[src/rtl/time_set_ctrl.sv]
// time_set_ctrl: run/stop and time-edit controller for the stopwatch.
// Drives the counter's update port and the display's field/blink hints.
module time_set_ctrl #(
    parameter logic [7:0] min_start      = 8'd0,
    parameter logic [7:0] min_MAX        = 8'd59,
    parameter logic [7:0] sec_start      = 8'd0,
    parameter logic [7:0] sec_MAX        = 8'd59,
    parameter logic [7:0] deci_sec_start = 8'd0,
    parameter logic [7:0] deci_sec_MAX   = 8'd9,
    parameter int unsigned blink_MAX     = 24_999_999
) (
    input  logic        sclk,
    input  logic        nrst,
    input  logic        key_start,
    input  logic        key_sel,
    input  logic        key_inc,
    input  logic        key_dec,
    input  logic        key_clr,
    input  logic [7:0]  cur_min,
    input  logic [7:0]  cur_sec,
    input  logic [7:0]  cur_deci_sec,
    output logic        state,
    output logic [23:0] update,
    output logic        update_trigger,
    output logic [1:0]  edit_field,
    output logic        blink
);

    localparam int unsigned BW = (blink_MAX < 1) ? 1 : $clog2(blink_MAX + 1);
    localparam logic [BW-1:0] BLINK_END = BW'(blink_MAX);

    typedef enum logic [2:0] {
        RUN,
        STOP,
        EDIT_MIN,
        EDIT_SEC,
        EDIT_DSEC
    } mode_t;

    mode_t st_q, st_d;

    logic [7:0] sh_min, sh_sec, sh_dsec;
    logic [7:0] min_d, sec_d, dsec_d;
    logic       trig_d;
    logic       brst;
    logic       run_q;
    logic [1:0] edit_q;
    logic       trig_q;
    logic [BW-1:0] bcnt;
    logic       blink_q;

    // Step up with wrap back to the low value once the top is reached.
    function automatic logic [7:0] step_up(
        input logic [7:0] f,
        input logic [7:0] lo,
        input logic [7:0] hi
    );
        return (f >= hi) ? lo : f + 8'd1;
    endfunction

    // Step down with wrap to the top; out-of-range values snap to the top.
    function automatic logic [7:0] step_dn(
        input logic [7:0] f,
        input logic [7:0] lo,
        input logic [7:0] hi
    );
        if (f <= lo)
            return hi;
        else if (f > hi)
            return hi;
        else
            return f - 8'd1;
    endfunction

    // Display field code for a given FSM state.
    function automatic logic [1:0] field_of(input mode_t s);
        logic [1:0] r;
        r = 2'd0;
        case (s)
            EDIT_MIN:  r = 2'd1;
            EDIT_SEC:  r = 2'd2;
            EDIT_DSEC: r = 2'd3;
            default:   r = 2'd0;
        endcase
        return r;
    endfunction

    function automatic logic is_edit(input mode_t s);
        return (s == EDIT_MIN) || (s == EDIT_SEC) || (s == EDIT_DSEC);
    endfunction

    // FSM state register.
    always_ff @(posedge sclk or negedge nrst) begin
        if (!nrst)
            st_q <= STOP;
        else
            st_q <= st_d;
    end

    // Next state, next shadow values and strobe; one key action per cycle.
    always_comb begin
        st_d   = st_q;
        min_d  = sh_min;
        sec_d  = sh_sec;
        dsec_d = sh_dsec;
        trig_d = 1'b0;
        brst   = 1'b0;
        unique case (st_q)
            RUN: begin
                if (key_start)
                    st_d = STOP;
            end
            STOP: begin
                if (key_start) begin
                    st_d = RUN;
                end else if (key_clr) begin
                    min_d  = min_start;
                    sec_d  = sec_start;
                    dsec_d = deci_sec_start;
                    trig_d = 1'b1;
                end else if (key_sel) begin
                    st_d   = EDIT_MIN;
                    min_d  = cur_min;
                    sec_d  = cur_sec;
                    dsec_d = cur_deci_sec;
                    brst   = 1'b1;
                end
            end
            EDIT_MIN, EDIT_SEC, EDIT_DSEC: begin
                if (key_start) begin
                    st_d = RUN;
                end else if (key_clr) begin
                    min_d  = min_start;
                    sec_d  = sec_start;
                    dsec_d = deci_sec_start;
                    trig_d = 1'b1;
                    brst   = 1'b1;
                end else if (key_sel) begin
                    brst = 1'b1;
                    case (st_q)
                        EDIT_MIN: st_d = EDIT_SEC;
                        EDIT_SEC: st_d = EDIT_DSEC;
                        default:  st_d = STOP;
                    endcase
                end else if (key_inc || key_dec) begin
                    trig_d = 1'b1;
                    brst   = 1'b1;
                    case (st_q)
                        EDIT_MIN:
                            min_d = key_inc
                                ? step_up(sh_min, min_start, min_MAX)
                                : step_dn(sh_min, min_start, min_MAX);
                        EDIT_SEC:
                            sec_d = key_inc
                                ? step_up(sh_sec, sec_start, sec_MAX)
                                : step_dn(sh_sec, sec_start, sec_MAX);
                        default:
                            dsec_d = key_inc
                                ? step_up(sh_dsec, deci_sec_start, deci_sec_MAX)
                                : step_dn(sh_dsec, deci_sec_start, deci_sec_MAX);
                    endcase
                end
            end
            default: begin
                st_d = STOP;
            end
        endcase
    end

    // Registered shadow time, strobe and state-derived outputs.
    always_ff @(posedge sclk or negedge nrst) begin
        if (!nrst) begin
            sh_min  <= min_start;
            sh_sec  <= sec_start;
            sh_dsec <= deci_sec_start;
            trig_q  <= 1'b0;
            run_q   <= 1'b0;
            edit_q  <= 2'd0;
        end else begin
            sh_min  <= min_d;
            sh_sec  <= sec_d;
            sh_dsec <= dsec_d;
            trig_q  <= trig_d;
            run_q   <= (st_d == RUN);
            edit_q  <= field_of(st_d);
        end
    end

    // Blink half-period counter; restarts on field entry and every edit.
    always_ff @(posedge sclk or negedge nrst) begin
        if (!nrst) begin
            bcnt    <= '0;
            blink_q <= 1'b0;
        end else if (!is_edit(st_d) || brst) begin
            bcnt    <= '0;
            blink_q <= 1'b0;
        end else if (bcnt == BLINK_END) begin
            bcnt    <= '0;
            blink_q <= ~blink_q;
        end else begin
            bcnt    <= bcnt + BW'(1);
        end
    end

    assign state          = run_q;
    assign update         = {sh_min, sh_sec, sh_dsec};
    assign update_trigger = trig_q;
    assign edit_field     = edit_q;
    assign blink          = blink_q;

endmodule

[config.mk]
export PLATFORM = sky130hd
export DESIGN_NAME = time_set_ctrl
export DESIGN_NICKNAME = d
export VERILOG_FILES = /design/src/rtl/time_set_ctrl.sv
export SDC_FILE = /design/constraint.sdc
export NUM_CORES = 1
export LEC_CHECK = 0
export ABC_AREA = 1
export BUFFER_PORTS_ARGS = -buffer_cell sky130_fd_sc_hd__buf_2
export CORE_ASPECT_RATIO = 1.25
export CORE_MARGIN = 2
export CORE_UTILIZATION = 50
export DETAILED_ROUTE_END_ITERATION = 10
export GPL_ROUTABILITY_DRIVEN = 0
export PLACE_DENSITY = 0.81
export SKIP_LAST_GASP = 1
export SLEW_MARGIN = 0
export SYNTH_ARGS = -nofsm -noshare
export SYNTH_HDL_FRONTEND = slang
export SYNTH_SLANG_ARGS = --single-unit
[constraint.sdc]
create_clock -name sclk -period 3.25 [get_ports sclk]
set_input_delay 0.1625 -clock sclk [delete_from_list [all_inputs] [get_ports sclk]]
set_output_delay 0.1625 -clock sclk [all_outputs]
set_load 0.01 [all_outputs]
* After elaboration in Yosys (flattened, before gate mapping)
Index checks and enable logic that the tools add are counted.
** Word-level totals
- Input port bits :: 31
- Output and inout port bits :: 29
- Register bits :: 57
- Logic and storage cells :: 123
** Cells by class
- Reduce and logical (&&, ||, !) cells :: 14
- $lt $le $gt $ge :: 9
- Add/sub/neg operators :: 7
- Equality and inequality tests :: 16
- Bitwise gates (word level) :: 1
- Mux-type cells :: 67
** Operators by type and width (number)
- 8-bit 2-to-1 mux :: 36
- 25-bit 2-to-1 mux :: 2
- 8-bit case mux with 2 select lines :: 3
- 25-bit by 1-bit adder with 25-bit output (second input constant) :: 1
- 25-bit == test (second input constant) :: 1
- 8-bit by 1-bit adder with 8-bit output (second input constant) :: 3
- 8-bit by 1-bit <= comparator with 1-bit output (second input constant) :: 3
- 8-bit by 1-bit subtractor with 8-bit output (second input constant) :: 3
- 3-bit 2-to-1 mux :: 7
- 7-bit AND reduction :: 3
- 3-bit inequality test (second input constant) :: 6
- 8-bit by 6-bit >= comparator with 1-bit output (second input constant) :: 2
- 8-bit by 6-bit > comparator with 1-bit output (second input constant) :: 2
- 1-bit 2-to-1 mux :: 14
- 3-bit by 2-bit == test with 1-bit output (second input constant) :: 4
- 3-bit case mux with 3 select lines :: 1
- 8-bit by 4-bit >= comparator with 1-bit output (second input constant) :: 1
- 8-bit by 4-bit > comparator with 1-bit output (second input constant) :: 1
- 3-bit == test (second input constant) :: 2
- 3-bit zero test :: 2
- 2-bit case mux with 3 select lines :: 1
- 3-bit case mux with 2 select lines :: 1
- 1-bit logical OR :: 4
- 2-bit inequality test (second input constant) :: 2
- other kinds (7) :: 9

* Logic depth before layout (Yosys ltp)
Gate-level depths: netlist of run 1.
- Depth in word-level cells :: 12
- Mapped depth :: 12
- Mapped depth without buffers :: 12

* Least setup slack after synthesis of run 1
No wires, ideal clock.
- Kind :: register to register
- Start :: register sh_dsec[0]
- End :: register sh_dsec[5]
- Stages on the path, launching flop included :: 10
- Setup slack :: 1.670 ns
- Period minus slack after synthesis :: 1.580 ns
- Data required time :: 3.185 ns
- Data arrival time :: 1.515 ns
- Path buffers :: 0
- Setup time :: 0.065 ns
- Cells stage by stage :: dfrtp_1 -> inv_1 -> ha_1 -> inv_1 -> nor3_1 -> nor2_1 -> nand3_1 -> o21ai_0 -> nand3b_1 -> nand2_1
** On the way
- Word-level cells in the longest chain between the ends :: 10
- Elaborated cells between the ends (all ways) :: 15
- Classes of those cells :: add/sub: 2; order compare: 3; mux: 10
** Ends and longest elaborated chain
- start, declared :: line 42 : logic [7:0] sh_min, sh_sec, sh_dsec;
- start signal, assigned :: line 175 : sh_dsec <= deci_sec_start;
- start signal, assigned :: line 182 : sh_dsec <= dsec_d;
- 8-bit by 1-bit subtractor with 8-bit output or 8-bit by 4-bit > comparator with 1-bit output (tied branches) :: line 72, 69
- 8-bit 2-to-1 mux :: line 69 : else if (f > hi)
- 8-bit 2-to-1 mux :: line 67 : if (f <= lo)
- 8-bit 2-to-1 mux (*) :: line 159 : ? step_up(sh_dsec, deci_sec_start, deci_sec_MAX)
- 8-bit 2-to-1 mux (*) :: line 148 : case (st_q)
- 8-bit 2-to-1 mux (*) :: line 145 : end else if (key_inc || key_dec) begin
- 8-bit 2-to-1 mux (*) :: line 138 : end else if (key_sel) begin
- 8-bit 2-to-1 mux (*) :: line 132 : end else if (key_clr) begin
- 8-bit 2-to-1 mux (*) :: line 130 : if (key_start) begin
- 8-bit case mux with 2 select lines (*) :: line 108 : unique case (st_q)
Every way passes the cells marked *; elsewhere a longest branch is shown, timed or not. The select of a mux whose other input is x is not followed.
A chain may end at the register's enable or synchronous reset.

* Worst setup path after layout of run 1
- Start :: register st_q[1]
- End :: register sh_dsec[5]
** On the way
- Word-level cells in the longest chain between the ends :: 4
- Elaborated cells between the ends (all ways) :: 15
- Classes of those cells :: eq/ne: 10; mux: 1; reduce/logical: 4
** Ends and longest elaborated chain
- start, declared :: line 40 : mode_t st_q, st_d;
- start signal, assigned :: line 97 : st_q <= st_d;
- 3-bit by 2-bit == test with 1-bit output or 3-bit == test (tied branches) :: line 108, 148
- 3-bit OR reduction or 2-bit OR reduction (tied branches)
- 3-bit inequality test (no source line) (tied with other cells)
- 7-bit AND reduction (no source line)
Several ways; a longest one is shown, not always the timed one.

==> results of run 1 <==
[flip-flops by register name, summed over array words and instances, names as in the netlist]
register	cells
update_trigger	1
st_q	3
edit_field	2
state	1
blink	1
sh_sec	8
sh_min	8
bcnt	25
sh_dsec	8
[kinds of logic (layout without fill, tap and decap cells)]
kind of cell | Yosys count | after routing
XOR/XNOR | 16 | 16
AO/OA/AOI/OAI | 49 | 49
buffers and inverters | 100 | 161
AND/OR/NAND/NOR | 438 | 438
adder cells (fa/ha/maj) | 10 | 10
flip-flops | 57 | 57
[metrics by stage]
step | power [W] | util, % | std cells
6_report | 0.00292 | 58.0 | 828
5_1_grt | 0.00316 | 58.0 | 828
4_1_cts | 0.00291 | 58.0 | 828
3_5_place_dp | 0.00223 | 55.5 | 811
3_3_place_gp | 0.00220 | 55.5 | 811
2_1_floorplan | 0.00189 | - | 670
[layer usage]
layer	vias up	GRT usage [%]	wire length, um
li1	2228	-	-
met1	2068	31.3	4600
met2	171	42.2	5420
met3	22	4.00	693
met4	0	10.3	240
met5	-	0	0
[tightest hold or removal path: stages]
cell	delay, ns
buf_2	0.09
nand3_1	0.06
o21ai_0	0.08
[final timing paths]
kind | cells past startpoint | start | to | slack, ns
worst max-delay path | 10 | st_q[1] | sh_dsec[5] | 1.19
worst min-delay path | 3 | cur_deci_sec[6] | sh_dsec[6] | 0.11
worst max register to register | 10 | st_q[1] | sh_dsec[5] | 1.19
worst min register to register | 2 | blink | blink | 0.51
max in group asynchronous | 3 | nrst | sh_min[3] | 1.95
min in group asynchronous | 2 | nrst | sh_sec[1] | 0.45
[timing repair]
item | 4_1_cts | 5_1_grt
hold buffers | 1 | 0
hold endpoints to repair | 32 | 0
setup buffers | 0 | 0
endpoints found under the setup margin | 0 | 0
[power by group]
group	total [W]	internal (W)	switching, W
sequential	0.00101	0.000822	0.000190
combinational	0.00123	0.000436	0.000796
clock	0.000675	0.000369	0.000306
[placed cells by master, fill, tap and decap left out, drive strengths merged]
cell | synthesis | routed
a31oi | 2 | 2
o211ai | 1 | 1
dfrtp | 56 | 56
o21ai | 35 | 35
buf | 7 | 61
nor4 | 1 | 1
inv | 83 | 83
bufinv | 0 | 1
xor2 | 15 | 15
xnor2 | 1 | 1
a21oi | 11 | 11
nand3 | 59 | 59
dlygate4sd3 | 0 | 1
nand2 | 215 | 215
nand3b | 8 | 8
clkinvlp | 0 | 1
clkinv | 0 | 4
nor3 | 15 | 15
clkbuf | 10 | 10
nand4 | 19 | 19
dfstp | 1 | 1
nor3b | 1 | 1
nor2 | 120 | 120
ha | 10 | 10
[area by class of cell]
class | count | area, um^2 | area share [%]
inverters | 83 | 314 | 6.57
repair buffers | 62 | 320 | 6.70
clock buffers | 10 | 138 | 2.88
flip-flops and latches | 57 | 1430 | 29.9
well taps | 97 | 121 | 2.54
clock inverters | 6 | 57.6 | 1.20
multi-input cells | 513 | 2400 | 50.2
==> flow_metrics.py, run 1 <==
metrics = {
    "worst_setup_path": {
        "crit_family": "simple AND/OR/NAND/NOR gates",
        "cp_num_buf_inv": 2,
        "path_max_fanout": 46,
        "startpoint_type": "register",
        "critPathMaxStageDelay_ns": 0.43,
        "end_kind": "register",
        "cp_slowest_cell": "dfrtp_1",
        "cp_data_required_time_ns": 3.49,
        "critPathArrivalTime_ns": 2.30,
        "crit_path_cell_trace": "nor2_1 > nand2_1 > nand2_4 > nand2_1 > nand2_2 > inv_2 > nand2_2 > inv_1 > nand3b_1 > nand2_1",
        "crit_type": "reg -> reg",
        "worst_path_most_repeated_cell": "nand2_1",
    },
    "synthesis": {
        "yosysTopAreaCell": "dfrtp_1",
        "syn_area_per_cell_um2": 6.32,
        "yosys_warnings": 0,
        "synthXorXnorAreaFrac_pct": 3.31,
        "synth_top_area_share_pct": 33.1,
        "synth_fp_nets": 711,
        "ys_seq_area_share_pct": 33.7,
        "synth_cell_types": 32,
        "muxShareOfSynthArea_pct": 0,
        "syn_inst": 670,
        "syn_area_um2": 4230,
        "synth_common_cells": "nand2_1, nor2_1, inv_1",
        "synth-simple-area-share_pct": 44.3,
        "synth_edf_count": 0,
        "synth-main-ff-cell": "dfrtp_1",
        "synth_top_family_by_area": "simple AND/OR/NAND/NOR gates",
        "async_flop_share_pct": 100,
        "synth-adder-area-share_pct": 2.96,
        "ys_seq_elements": 57,
        "post-synth-top-count-cell": "nand2_1",
        "synth_compound_area_share_pct": 6.18,
        "synthTopCellsByArea": "dfrtp_1, nand2_1, nor2_1",
    },
    "clocking": {
        "htreeDepth": 3,
        "ctsResizeCount": 0,
        "clk_path_buf_depth": 2,
        "cts.reportedPaths.clkPinSlew_ns": 0.08,
        "cts-buffers-inserted": 9,
        "cts_sinks": 57,
        "clock_latency_ns": 0.34,
        "cts_tree": "yes",
        "cts-root-buf": "clkbuf_8",
    },
    "timing": {
        "post-route-period-util_pct": 63.4,
        "slew_violations": 0,
        "max_slew.worst_pin.slew_ns": 0.826,
        "setup_violations": 0,
        "slew_headroom_pct": 44.9,
        "hold_viol": 0,
        "rsz0062_at_grt": "no",
        "fin_ws_ns": 1.19,
        "hold_slack_ns": 0.108,
        "finalSetupTns_ns": 0,
        "finalClockSkew_ns": 0.0117,
        "fmax_ghz": 0.486,
        "period_minus_slack_ns": 2.06,
    },
    "final_layout": {
        "area_growth_pct": 13.0,
        "finalInstanceArea_um2": 4780,
        "antennaDiodeCount": 0,
        "drive_gt1_share_pct": 13.7,
        "fillers": 820,
        "fin_nets": 767,
    },
    "place": {
        "portBuffers": 59,
        "hpwlAfterDp_mm": 7.93,
        "dpl_cell_area_um2": 4580,
        "dp_slack_ns": 1.23,
    },
    "grt": {
        "grt_pass1_wl_mm": 18.7,
        "antenna_found_initial": 0,
        "grt_max_degree": 47,
        "track_usage_pct": 24.9,
        "grt-ovfl-total": 0,
        "grt_pass1_vias": 4303,
    },
    "drt": {
        "vias": 4489,
        "drtAntennaViolNets": 0,
        "via_per_inst": 5.42,
        "wl_mm": 11.0,
        "drt_iter0_drc": 246,
        "drc": 0,
        "avgRoutedWirePerCell_um": 13.2,
        "dr.pass1.iters": 5,
    },
    "hold_path": {
        "holdCritPathClass": "in -> reg",
    },
    "floorplanning": {
        "core_um2": 8240,
        "rows": 37,
        "start_util_pct": 51.4,
        "die_w_um": 86.3,
        "ioPinCount": 60,
        "dieArea_um2": 9220,
        "die_y_um": 107,
    },
    "power_and_ir_drop": {
        "leakage_nw": 2.48,
        "vdd_ir_drop_max_mv": 0.283,
        "power_density_nw_per_um2": 611,
    },
    "run": {
        "maxCapViolCount": 0,
    },
    "outcome": {
        "status": "finished, final reports clean",
    },
}
No activity file was read; power rests on OpenSTA's default activity.
==> run 2: changes to the inputs <==
==> constraint.sdc (replaced) <==
create_clock -name sclk -period 2.05 [get_ports sclk]
set_input_delay 0.1025 -clock sclk [delete_from_list [all_inputs] [get_ports sclk]]
set_output_delay 0.1025 -clock sclk [all_outputs]
set_load 0.01 [all_outputs]
==> flow_metrics.py, run 2 (synthesized netlist as in run 1, its figures left out) <==
metrics = {
    "outcome": {
        "status": "finished, final reports clean",
    },
    "timing": {
        "finalClockSkew_ns": 0.0106,
        "post-route-period-util_pct": 90.9,
        "setup_violations": 0,
        "slew_headroom_pct": 59.6,
        "hold_slack_ns": 0.0632,
        "fmax_ghz": 0.537,
        "period_minus_slack_ns": 1.86,
        "slew_violations": 0,
        "max_slew.worst_pin.slew_ns": 0.606,
        "rsz0062_at_grt": "yes",
        "hold_viol": 0,
    },
    "clocking": {
        "clock_latency_ns": 0.34,
        "cts_sinks": 57,
        "cts_tree": "yes",
        "cts.reportedPaths.clkPinSlew_ns": 0.06,
        "clk_path_buf_depth": 2,
        "htreeDepth": 3,
        "cts-root-buf": "clkbuf_8",
        "cts-buffers-inserted": 9,
        "cts_setup_buffers": 0,
    },
    "power_and_ir_drop": {
        "total_power_w": 0.00468,
        "leakage_nw": 2.51,
        "power_density_nw_per_um2": 967,
        "vdd_ir_drop_max_mv": 0.574,
    },
    "drt": {
        "drc": 0,
        "drt_iter0_drc": 203,
        "avgRoutedWirePerCell_um": 12.9,
        "vias": 4429,
        "drtAntennaViolNets": 0,
        "via_per_inst": 5.34,
        "dr.pass1.iters": 4,
        "wl_mm": 10.7,
    },
    "worst_setup_path": {
        "path_max_fanout": 12,
        "cp-startpoint": "st_q[1]",
        "critPathArrivalTime_ns": 2.14,
        "end_kind": "register",
        "crit_path_cell_trace": "inv_1 > nand3_1 > nand3_1 > o21ai_0 > nor2_1 > nand2_4 > inv_1 > nand3_1 > nand2_1",
        "critPathMaxStageDelay_ns": 0.45,
        "crit_type": "reg -> reg",
        "cp_slowest_cell": "dfrtp_1",
        "cp_data_required_time_ns": 2.33,
        "worst_path_most_repeated_cell": "nand3_1",
        "startpoint_type": "register",
        "r2r-start": "st_q[1]",
        "cp_num_buf_inv": 2,
        "crit_family": "simple AND/OR/NAND/NOR gates",
    },
    "floorplanning": {
        "rows": 37,
        "die_y_um": 107,
        "ioPinCount": 60,
        "die_w_um": 86.3,
        "start_util_pct": 51.4,
        "core_um2": 8240,
        "dieArea_um2": 9220,
    },
    "grt": {
        "antenna_found_initial": 0,
        "track_usage_pct": 24.5,
        "grt-ovfl-total": 0,
        "grt_pass1_wl_mm": 18.3,
        "grt_pass1_vias": 4286,
        "grt_max_degree": 41,
    },
    "place": {
        "hpwlAfterDp_mm": 7.93,
        "place_inst": 813,
        "portBuffers": 59,
    },
    "run": {
        "maxCapViolCount": 0,
    },
    "final_layout": {
        "area_growth_pct": 14.4,
        "fin_nets": 769,
        "finalNonFillerCells": 830,
        "antennaDiodeCount": 0,
        "largest_reg_flops": 25,
        "layout_commonest_cell": "nand2_1",
        "drive_gt1_share_pct": 13.8,
        "regMostFlops": "bcnt",
        "final_cell_mix": "nand2_1, nor2_1, inv_1, buf_2, nand3_1",
    },
    "hold_path": {
        "holdCritPathClass": "in -> reg",
        "holdCritStartpoint": "cur_deci_sec[6]",
    },
}
run 2: metal layers:
layer / track usage, % / wire (um) / up-vias
met5: 0 / 0 / -
met4: 9.93 / 199 / 0
met3: 4.08 / 447 / 19
met2: 43.2 / 5400 / 128
met1: 29.2 / 4650 / 2062
li1: - / - / 2220
run 2: final timing paths:
check,slack (ns),end,cells after the start
min in group asynchronous,0.30,sh_sec[0],2
max reg2reg,0.19,sh_dsec[3],9
max,0.19,sh_dsec[3],9
min,0.06,sh_dsec[6],3
min reg2reg,0.50,blink,2
max in group asynchronous,1.15,bcnt[16],3
run 2: metrics by stage:
stage	area, um^2	setup slack (ns)	setup TNS, ns	util, %
floorplan	4230	0.470	0	-
global placement	4620	0.296	0	56.0
detailed placement	4620	0.221	0	56.0
CTS	4830	0.186	0	58.7
global route	4840	-0.00978	-0.00978	58.7
finish	4840	0.186	0	58.7
run 2: what timing repair did:
item                       CTS  global route
resized for setup            0             3
hold buffers                 1             0
hold endpoints to repair    24             0
setup endpoints to repair    0             4
run 2: area by class of cell:
type / instances / area (um^2)
Fill cell: 793 / 3400
Multi-Input combinational cell: 513 / 2410
Sequential cell: 57 / 1430
Timing Repair Buffer: 64 / 360
Inverter: 83 / 314
Clock buffer: 14 / 173
Tap cell: 97 / 121
Clock inverter: 2 / 35.0
run 2: power breakdown:
part	internal, W	switching (W)	leakage [nW]
clock network	0.000660	0.000454	0.107
registers	0.00130	0.000293	0.766
logic	0.000702	0.00127	1.64
run 2: worst reg2reg max path, cell delays in order (launching register included):
cell and delay, ns:
dfrtp_1 0.45, inv_1 0.14, nand3_1 0.17, nand3_1 0.16, o21ai_0 0.12, nor2_1 0.24
nand2_4 0.16, inv_1 0.18, nand3_1 0.11, nand2_1 0.07
==> run 3: changes to the inputs <==
--- a/config.mk
+++ b/config.mk
@@ -12,6 +12,8 @@
 export CORE_UTILIZATION = 50
 export DETAILED_ROUTE_END_ITERATION = 10
 export GPL_ROUTABILITY_DRIVEN = 0
+export HOLD_SLACK_MARGIN = 0.02
+export MAX_ROUTING_LAYER = met4
 export PLACE_DENSITY = 0.81
 export SKIP_LAST_GASP = 1
 export SLEW_MARGIN = 0
==> flow_metrics.py, run 3 (synthesized netlist as in run 1, its figures left out) <==
metrics = {
    "final_layout": {
        "largest_reg_flops": 25,
        "layout_commonest_cell": "nand2_1",
        "drive_gt1_share_pct": 13.8,
        "finalInstanceArea_um2": 4840,
        "fin_nets": 769,
        "area_growth_pct": 14.4,
        "final_cell_mix": "nand2_1, nor2_1, inv_1, buf_2, nand3_1",
        "antennaDiodeCount": 0,
        "regMostFlops": "bcnt",
    },
    "timing": {
        "setup_violations": 0,
        "hold_viol": 0,
        "max_slew.worst_pin.slew_ns": 0.607,
        "slew_headroom_pct": 59.6,
        "finalClockSkew_ns": 0.0110,
        "slew_violations": 0,
        "post-route-period-util_pct": 90.9,
        "fin_ws_ns": 0.186,
        "fmax_ghz": 0.536,
        "rsz0062_at_grt": "yes",
        "period_minus_slack_ns": 1.86,
    },
    "drt": {
        "via_per_inst": 5.31,
        "vias": 4411,
        "dr.pass1.iters": 5,
        "drc": 0,
        "wl_mm": 10.7,
        "drt_iter0_drc": 204,
        "avgRoutedWirePerCell_um": 12.9,
        "drtAntennaViolNets": 0,
    },
    "power_and_ir_drop": {
        "power_density_nw_per_um2": 967,
        "leakage_nw": 2.51,
        "vdd_ir_drop_max_mv": 0.574,
        "total_power_w": 0.00468,
    },
    "hold_path": {
        "min_to": "sh_dsec[6]",
        "holdCritStartpoint": "cur_deci_sec[6]",
        "holdCritPathClass": "in -> reg",
        "whs_path_depth": 3,
    },
    "worst_setup_path": {
        "rr_worst_depth": 9,
        "cp_data_required_time_ns": 2.33,
        "path_max_fanout": 12,
        "startpoint_type": "register",
        "r2r_slack_ns": 0.19,
        "end_kind": "register",
        "r2r-start": "st_q[1]",
        "rr_endpoint": "sh_dsec[3]",
        "critPathArrivalTime_ns": 2.14,
        "crit_type": "reg -> reg",
    },
    "grt": {
        "grt_max_degree": 41,
        "grt_pass1_vias": 4291,
        "grt_pass1_wl_mm": 18.4,
        "antenna_found_initial": 0,
        "track_usage_pct": 25.1,
        "grt-ovfl-total": 0,
    },
    "floorplanning": {
        "dieArea_um2": 9220,
        "start_util_pct": 51.4,
        "ioPinCount": 60,
        "rows": 37,
        "die_w_um": 86.3,
        "die_y_um": 107,
        "core_um2": 8240,
    },
    "clocking": {
        "cts_setup_buffers": 0,
        "cts_tree": "yes",
        "cts-buffers-inserted": 9,
        "clock_latency_ns": 0.34,
        "cts.reportedPaths.clkPinSlew_ns": 0.06,
        "clk_path_buf_depth": 2,
        "htreeDepth": 3,
        "cts-root-buf": "clkbuf_8",
        "cts_sinks": 57,
    },
    "place": {
        "dp_slack_ns": 0.221,
        "dpl_cell_area_um2": 4620,
        "hpwlAfterDp_mm": 7.93,
        "portBuffers": 59,
    },
    "outcome": {
        "status": "finished, final reports clean",
    },
    "run": {
        "maxCapViolCount": 0,
    },
}
run 3: cell counts in the layout (fill, tap and decap cells not counted):
Identical to the previous run, type by type.
run 3: final cells by class:
class | instances | area [um^2]
sequential | 57 | 1430
multi-input combinational | 513 | 2410
timing repair buffer | 64 | 360
clock buffer | 14 | 173
clock inverter | 2 | 35.0
fill | 793 | 3400
tap | 97 | 121
inverter | 83 | 314
run 3: timing repair:
action | 4_1_cts | 5_1_grt
resized for setup | 0 | 3
setup endpoints to repair | 0 | 4
endpoints found under the hold margin | 24 | 0
hold buffers | 1 | 0
run 3: power by group:
| part | switching, W | total, W | leakage [nW] | internal [W] |
|---|---|---|---|---|
| Sequential | 0.000294 | 0.00160 | 0.766 | 0.00130 |
| Clock | 0.000455 | 0.00112 | 0.107 | 0.000660 |
| Combinational | 0.00127 | 0.00197 | 1.64 | 0.000702 |
run 3: stage by stage:
step | utilization [%] | hold slack [ns] | setup TNS, ns | cells
final | 58.7 | 0.0640 | 0 | 830
after global routing | 58.7 | 0.0769 | -0.00978 | 830
after CTS | 58.7 | 0.0563 | 0 | 830
after detailed placement | 56.0 | 0.143 | 0 | 813
after global placement | 56.0 | 0.135 | 0 | 813
after floorplan | - | -0.193 | 0 | 670
run 3: worst max-delay path by stage:
| stage | from | to | slack [ns] | depth (start not counted) |
|---|---|---|---|---|
| global placement | st_q[1] | sh_dsec[3] | 0.30 | 8 |
| floorplan | sh_dsec[0] | sh_dsec[5] | 0.47 | 9 |
| CTS | sh_dsec[0] | sh_dsec[7] | 0.19 | 9 |
| finish | st_q[1] | sh_dsec[3] | 0.19 | 9 |
| global route | st_q[1] | sh_dsec[0] | -0.01 | 9 |
| detailed placement | sh_dsec[0] | sh_dsec[7] | 0.22 | 9 |
run 3: layer usage:
layer / wire length (um) / GRT usage (%) / vias to the layer above
met5: 0 / - / -
met4: 195 / 9.93 / 0
met3: 455 / 4.08 / 16
met2: 5380 / 43.2 / 120
met1: 4640 / 29.2 / 2056
li1: - / - / 2219
run 3: worst max-delay path, stage by stage (launching register included):
cell and delay (ns):
dfrtp_1 0.45, inv_1 0.14, nand3_1 0.17, nand3_1 0.16, o21ai_0 0.12, nor2_1 0.24
nand2_4 0.16, inv_1 0.18, nand3_1 0.11, nand2_1 0.07
